<file path="src/rtl/mem_copy_engine_if.sv">
// rtl/mem_copy_engine_if.sv - memory port bundle between the copy engine and byte-addressed memory
interface mem_copy_engine_if;
  logic        mem_en;
  logic        mem_wr;
  logic        mem_wide;
  logic [15:0] mem_addr;
  logic [15:0] mem_wdata;
  logic [15:0] mem_rdata;

  modport master (
    output mem_en, mem_wr, mem_wide, mem_addr, mem_wdata,
    input  mem_rdata
  );

  modport slave (
    input  mem_en, mem_wr, mem_wide, mem_addr, mem_wdata,
    output mem_rdata
  );
endinterface

</file>
<file path="src/rtl/mem_copy_engine.sv">
// rtl/mem_copy_engine.sv - block copy DMA helper, word transfers with a byte tail
// Optional pattern-fill mode enabled by defining MEM_COPY_FILL_EN.
module mem_copy_engine #(
  parameter int LEN_W = 16
) (
  input  logic             clk,
  input  logic             reset,
  input  logic             start,
  input  logic [15:0]      src,
  input  logic [15:0]      dst,
  input  logic [LEN_W-1:0] len,
`ifdef MEM_COPY_FILL_EN
  input  logic             fill,
  input  logic [15:0]      pattern,
`endif
  output logic             busy,
  output logic             done,
  mem_copy_engine_if.master mem
);

  typedef enum logic [1:0] {IDLE, RD, WR, FIN} state_t;

  state_t           state, state_nxt;
  logic [15:0]      src_q, dst_q;
  logic [LEN_W-1:0] count_q, count_nxt, step;
  logic [15:0]      addr_step;
  logic             wide;
  logic             done_q;
  logic             fill_mode, start_fill;
  logic [15:0]      wide_word;
  logic [7:0]       narrow_byte;

`ifdef MEM_COPY_FILL_EN
  logic             fill_q;
  logic [15:0]      pattern_q;

  assign fill_mode   = fill_q;
  assign start_fill  = fill;
  assign wide_word   = fill_q ? pattern_q : mem.mem_rdata;
  assign narrow_byte = fill_q ? pattern_q[7:0] : mem.mem_rdata[15:8];
`else
  assign fill_mode   = 1'b0;
  assign start_fill  = 1'b0;
  assign wide_word   = mem.mem_rdata;
  assign narrow_byte = mem.mem_rdata[15:8];
`endif

  // Word transfers while at least two bytes remain; a single tail byte goes narrow.
  assign wide      = (count_q > LEN_W'(1));
  assign step      = wide ? LEN_W'(2) : LEN_W'(1);
  assign addr_step = wide ? 16'd2 : 16'd1;
  assign count_nxt = count_q - step;

  always_ff @(posedge clk) begin
    if (reset) begin
      state   <= IDLE;
      src_q   <= '0;
      dst_q   <= '0;
      count_q <= '0;
      done_q  <= 1'b0;
`ifdef MEM_COPY_FILL_EN
      fill_q    <= 1'b0;
      pattern_q <= '0;
`endif
    end else begin
      state  <= state_nxt;
      // done trails FIN by a cycle so it lands in the first idle cycle with busy low.
      done_q <= (state == FIN);
      if (state == IDLE && start) begin
        src_q   <= src;
        dst_q   <= dst;
        count_q <= len;
`ifdef MEM_COPY_FILL_EN
        fill_q    <= fill;
        pattern_q <= pattern;
`endif
      end
      if (state == WR) begin
        src_q   <= src_q + addr_step;
        dst_q   <= dst_q + addr_step;
        count_q <= count_nxt;
      end
    end
  end

  always_comb begin
    state_nxt     = state;
    mem.mem_en    = 1'b0;
    mem.mem_wr    = 1'b0;
    mem.mem_wide  = 1'b0;
    mem.mem_addr  = '0;
    mem.mem_wdata = '0;
    case (state)
      IDLE: begin
        if (start) begin
          if (len == '0)      state_nxt = FIN;
          else if (start_fill) state_nxt = WR;
          else                state_nxt = RD;
        end
      end
      RD: begin
        mem.mem_en   = 1'b1;
        mem.mem_wide = wide;
        mem.mem_addr = src_q;
        state_nxt    = WR;
      end
      WR: begin
        mem.mem_en    = 1'b1;
        mem.mem_wr    = 1'b1;
        mem.mem_wide  = wide;
        mem.mem_addr  = dst_q;
        mem.mem_wdata = wide ? wide_word : {8'h00, narrow_byte};
        if (count_nxt == '0) state_nxt = FIN;
        else if (fill_mode)  state_nxt = WR;
        else                 state_nxt = RD;
      end
      FIN: begin
        state_nxt = IDLE;
      end
      default: state_nxt = IDLE;
    endcase
    // Reset kills the port in the same cycle so an in-flight write never lands.
    if (reset) begin
      mem.mem_en    = 1'b0;
      mem.mem_wr    = 1'b0;
      mem.mem_wide  = 1'b0;
      mem.mem_addr  = '0;
      mem.mem_wdata = '0;
    end
  end

  assign busy = (state != IDLE) && !reset;
  assign done = done_q;

endmodule

</file>
<file path="src/flat_wrapper.sv">
// flat-port wrapper written by rule: the top's interface ports become plain ports
module mem_copy_engine_flat 
#(
  parameter int LEN_W = 16
)
  (clk, reset, start, src, dst, len, busy, done, mem_mem_en, mem_mem_wr, mem_mem_wide, mem_mem_addr, mem_mem_wdata, mem_mem_rdata);
  mem_copy_engine_if mem_i ();
  input  logic clk;
  input  logic reset;
  input  logic start;
  input  logic [15:0] src;
  input  logic [15:0] dst;
  input  logic [LEN_W-1:0] len;
  output logic busy;
  output logic done;
  output wire logic [$bits(mem_i.mem_en)-1:0] mem_mem_en;
  output wire logic [$bits(mem_i.mem_wr)-1:0] mem_mem_wr;
  output wire logic [$bits(mem_i.mem_wide)-1:0] mem_mem_wide;
  output wire logic [$bits(mem_i.mem_addr)-1:0] mem_mem_addr;
  output wire logic [$bits(mem_i.mem_wdata)-1:0] mem_mem_wdata;
  input wire logic [$bits(mem_i.mem_rdata)-1:0] mem_mem_rdata;
  assign mem_mem_en = mem_i.mem_en;
  assign mem_mem_wr = mem_i.mem_wr;
  assign mem_mem_wide = mem_i.mem_wide;
  assign mem_mem_addr = mem_i.mem_addr;
  assign mem_mem_wdata = mem_i.mem_wdata;
  assign mem_i.mem_rdata = mem_mem_rdata;
  mem_copy_engine #(.LEN_W(LEN_W)) u_core (.clk(clk), .reset(reset), .start(start), .src(src), .dst(dst), .len(len), .busy(busy), .done(done), .mem(mem_i));
endmodule
</file>
<file path="config.mk">
export PLATFORM = sky130hd
export DESIGN_NAME = mem_copy_engine_flat
export DESIGN_NICKNAME = d
export VERILOG_FILES = /design/src/rtl/mem_copy_engine_if.sv /design/src/rtl/mem_copy_engine.sv /design/src/flat_wrapper.sv
export SDC_FILE = /design/constraint.sdc
export NUM_CORES = 1
export LEC_CHECK = 0
export CAP_MARGIN = 20
export CELL_PAD_IN_SITES_DETAIL_PLACEMENT = 1
export CELL_PAD_IN_SITES_GLOBAL_PLACEMENT = 1
export CORE_ASPECT_RATIO = 1.4
export CORE_MARGIN = 2
export CORE_UTILIZATION = 34
export CTS_CLUSTER_DIAMETER = 60
export DETAILED_ROUTE_END_ITERATION = 7
export PLACE_DENSITY = 0.91
export SKIP_CTS_REPAIR_TIMING = 1
export SLEW_MARGIN = 20
export SYNTH_ARGS = -nofsm -noshare
export SYNTH_HDL_FRONTEND = slang
export SYNTH_SLANG_ARGS = --single-unit
</file>
<file path="constraint.sdc">
create_clock -name clk -period 4.75 [get_ports clk]
set_input_delay 0.95 -clock clk [delete_from_list [all_inputs] [get_ports clk]]
set_output_delay 0.95 -clock clk [all_outputs]
set_load 0.01 [all_outputs]
</file>
# == Yosys cells after proc, flatten, opt, wreduce, memory -nomap -nowiden ==
# Index checks and enable logic that the tools add are counted.
# totals
input_bits,67
elab_cells,44
regBits,51
# classes
add_sub_neg,3
order_cmp,1
mux,22
reduce_logical,9
eq_ne,4
# ops
operator,n
$mux W16,10
$add A16 B16 Y16,2
$logic_not A16 Y1,2
$pmux W16 S2,1
$gt A16 B1 Y1 const B,1
$sub A16 B16 Y16,1
$mux W2,4
$pmux W2 S4,1
$mux W1,6
$eq A2 B2 Y1 const B,2
$reduce_bool A2 Y1,2
$eq A2 B1 Y1 const B,1
$logic_and A1 B1 Y1,2
$logic_not A2 Y1,1
$ne A2 B2 Y1 const B,1
$reduce_or A2 Y1,1
$logic_not A1 Y1,1

# == Longest topological paths before layout ==
# logic_depth
word_depth,6
ltp_mapped,14
mapped_depth_nobuf,11

# == Worst setup path before layout ==
# Ideal clock, no wire load.
# synth_timing
path_kind,reg-to-reg
from,register u_core.count_q[11]
to,register u_core.state[1]
setup_ns,0.116
t_arrival_ns,3.564
path_stages_with_launch,15
slack_ns,1.070
required_time_ns,4.634
synth_period_minus_slack_ns,3.680
n_path_buf,3
path_cell_list,dfxtp_1 buf_6 or3_1 nor3_2 or4b_1 buf_6 buf_8 inv_1 ha_1 fa_1 nor3b_1 nand2_1 or3_2 xor2_1 a31o_2
# synth_between
elab_chain_len,6
# synth_lines
element,line_no,rtl
"start, declared",mem_copy_engine.sv:25,"logic [LEN_W-1:0] count_q, count_nxt, step;"
"start signal, assigned",mem_copy_engine.sv:72,count_q <= len;
"start signal, assigned",mem_copy_engine.sv:81,count_q <= count_nxt;
$gt A16 B1 Y1,mem_copy_engine.sv:49,assign wide = (count_q > LEN_W'(1));
$mux W2,mem_copy_engine.sv:50,assign step = wide ? LEN_W'(2) : LEN_W'(1);
$sub A16 B16 Y16 (*),mem_copy_engine.sv:52,assign count_nxt = count_q - step;
$logic_not A16 Y1 (*),mem_copy_engine.sv:113,if (count_nxt == '0) state_nxt = FIN;
$mux W2 (*),mem_copy_engine.sv:113,
$pmux W2 S4 (*),mem_copy_engine.sv:93,case (state)
"end signal, assigned",mem_copy_engine.sv:66,state <= state_nxt;
"end, declared",mem_copy_engine.sv:23,"state_t state, state_nxt;"
# Mark *: on every way between the ends. The rest lies on a longest branch, timed or not.
# A chain may end at the register's enable or synchronous reset.

# == Worst setup path in the final report ==
# layout_timing
from,register u_core.count_q[4]
to,register u_core.count_q[14]
# layout_between
elab_chain_len,4
# layout_lines
element,line_no,rtl
$gt A16 B1 Y1,mem_copy_engine.sv:49,
$mux W2,mem_copy_engine.sv:50,
$sub A16 B16 Y16 (*),mem_copy_engine.sv:52,
$mux W16 (*),mem_copy_engine.sv:78,if (state == WR) begin
# Marked as above.

==> impl_metrics.tcl <==
set metrics [dict create \
    status "complete, no violations" \
    period_share 0.827 \
    place_hpwl_um 10600 \
    synthArstFlopShare 0 \
    path_class "register to register" \
    fp.dieH_um 125 \
    cts-root-buf "clkbuf_16" \
    num_rows 44 \
    wl_um 14300 \
    clk_latency_ns 0.30 \
    ys_seq_area_frac 0.287 \
    gp_congestion 0.936 \
    path_max_fanout 6 \
    slew_headroom 0.419 \
    critPathRequiredTime_ns 4.96 \
    hold_class "register to register" \
    drc 0 \
    cts_buffers 5 \
    grt_pass1_wl_um 23000 \
    regToRegSetupSlack_ns 0.82 \
    antenna_found_initial 0 \
    critical_path_buf_inv_count 1 \
    synth.most_common_cell "nor2_1" \
    worstPathCellList "nor4_2 -> nand2_1 -> or4b_1 -> inv_1 -> ha_1 -> fa_1 -> nor3b_1 -> nand2_1 -> or3_2 -> xor2_1 -> a211oi_1" \
    vias 4310 \
    finalNonFillerCells 706 \
    post_drt_via_cell_ratio 6.10 \
    path_delay_family "simple AND/OR/NAND/NOR gates" \
    place_area_um2 4670 \
    rr_worst_depth 11 \
    vdd_drop_max_mv 0.239 \
    reg2reg_to "u_core.count_q[14]" \
    period_minus_slack_ns 3.93 \
    hold_depth 2 \
    powerDensity_nw_per_um2 610 \
    r2r_start "u_core.count_q[4]" \
    num_antenna_cells 0 \
    cts_tree "built" \
    synth_area_um2 3560 \
    setup_viol 0 \
    portBuffers 103 \
    htreeDepth 2 \
    synth_common_cells "nor2_1 (80), dfxtp_1 (51), nand2_1 (42)" \
    ys_ff_latch 51 \
    start_util 0.346 \
    dp.cells 698 \
    coreArea_um2 10300 \
    syn-num-nets 565 \
    leakagePower_nw 1.72 \
    cts_buffer_depth 2 \
    synth_cells 485 \
    dr.pass1.iters 7 \
    tns_ns 0 \
    grt_pass1_vias 4539 \
    max_freq_ghz 0.255 \
    critPathMostFrequentCell "nand2_1" \
    final_antenna_net_count 0 \
    track_usage 0.249 \
    worstMarginPinSlew_ns 0.871 \
    final.setup_skew_ns 0.00648 \
    die_w_um 90.5 \
    synth.distinct_cells 59 \
    io_pins 104 \
    syn-mean-instance-area_um2 7.34 \
    final_nets 647 \
    min_from "u_core.src_q[14]" \
    cts.reportedPaths.clkPinSlew_ns 0.07 \
    synth_ff_type "dfxtp_1" \
    arrival_ns 4.13 \
    grt_max_degree 53 \
    dieArea_um2 11300 \
    whs_endpoint "u_core.src_q[14]" \
    wire_per_inst_um 20.3 \
    cp_slowest_cell "or4b_1" \
    end_kind "register" \
    synth_top_cell_area_share 0.287 \
    area_growth_pct 34.9 \
    cpPeakStageDelay_ns 0.58 \
    slew_violations 0 \
    ys_warn_count 0 \
    cts_sinks 51 \
    finalHoldViolations 0 \
    synth_edf_count 0 \
    drive_above_1_share 0.0511 \
    whs_ns 0.534 \
    ys_top_cells_by_area "dfxtp_1 (29%), nor2_1 (8.4%), a21oi_1 (5.8%)" \
    worst_setup_path_start_kind "register" \
    overflow 0 \
    design_area_um2 4800 \
    rsz0062_at_grt "no" \
    drt-initial-drc-count 305 \
    synth_top_area_cell "dfxtp_1" \
    max_cap_violations 0 \
]
layer usage:
layer | global-route usage | up-vias | wire length, µm
met1 | 0.261 | 2143 | 5280
met5 | 0 | - | 0
met3 | 0.0452 | 33 | 790
li1 | - | 1975 | -
met4 | 0.110 | 0 | 478
met2 | 0.475 | 159 | 7770
registers in the layout, indices dropped and copies added (netlist names):
name,count
u_core.dst_q,16
u_core.count_q,16
u_core.done,1
u_core.src_q,16
u_core.state,2
worst min-delay path, delay by kind of cell, from the launching register on:
kind               cells  cell delay (ns)
AOI/OAI and AO/OA      1             0.06
DFF                    1             0.35
and+or+nand+nor        1             0.08
how the worst max path moves through the flow:
| stage | startpoint | endpoint | slack, ns | cells after the start |
|---|---|---|---|---|
| global placement | u_core.count_q[4] | u_core.state[1] | 1.05 | 11 |
| global route | u_core.count_q[4] | u_core.count_q[14] | 0.47 | 11 |
| detailed placement | u_core.count_q[4] | u_core.count_q[14] | 0.84 | 11 |
| finish | u_core.count_q[4] | u_core.count_q[14] | 0.82 | 11 |
| floorplan | u_core.count_q[11] | u_core.state[1] | 1.07 | 14 |
| CTS | u_core.count_q[4] | u_core.count_q[14] | 0.81 | 11 |
final cells by class:
class	count	area [µm²]
Clock buffer	7	133
Clock inverter	1	5.00
Fill cell	1289	5490
Inverter	13	48.8
Multi-Input combinational cell	384	2330
Sequential cell	51	1020
Tap cell	138	173
Timing Repair Buffer	112	1090
cells by family (layout without fill, tap and decap cells):
family,Yosys count,after routing,share of synthesized area
xor gates and xnor gates,4,4,0.00984
muxes,11,11,0.0316
adders and majority gates,13,13,0.0520
DFF,51,51,0.287
and+or+nand+nor,217,217,0.300
AOI/OAI and AO/OA,139,139,0.259
buffers and inverters,50,133,0.0601
per-stage QoR:
stage,worst slack [ns],utilization,power [mW]
floorplan,1.07,-,1.95
global placement,1.05,0.453,2.42
detailed placement,0.836,0.453,2.53
CTS,0.814,0.467,2.90
global route,0.470,0.467,3.14
finish,0.824,0.467,2.93
layout by cell type (no fill, tap or decap), types with 12 or more instances in the layout:
| cell | netlist | layout |
|---|---|---|
| dfxtp_1 | 51 | 51 |
| inv_1 | 12 | 12 |
| nand3_1 | 16 | 16 |
| a21oi_1 | 41 | 41 |
| nand2_1 | 42 | 42 |
| a211oi_1 | 15 | 15 |
| nor2_1 | 80 | 79 |
| and3_1 | 16 | 16 |
| a22oi_1 | 15 | 15 |
| clkdlybuf4s50_1 | 0 | 102 |
| o21ai_0 | 23 | 23 |
| nor4_1 | 16 | 16 |
power breakdown:
part / switching [mW] / total [mW] / leakage, nW / internal (mW)
Combinational: 1.10 / 1.77 / 1.24 / 0.671
Clock: 0.170 / 0.365 / 0.0679 / 0.196
Sequential: 0.214 / 0.798 / 0.419 / 0.584
(Power assumes the default switching activity.)
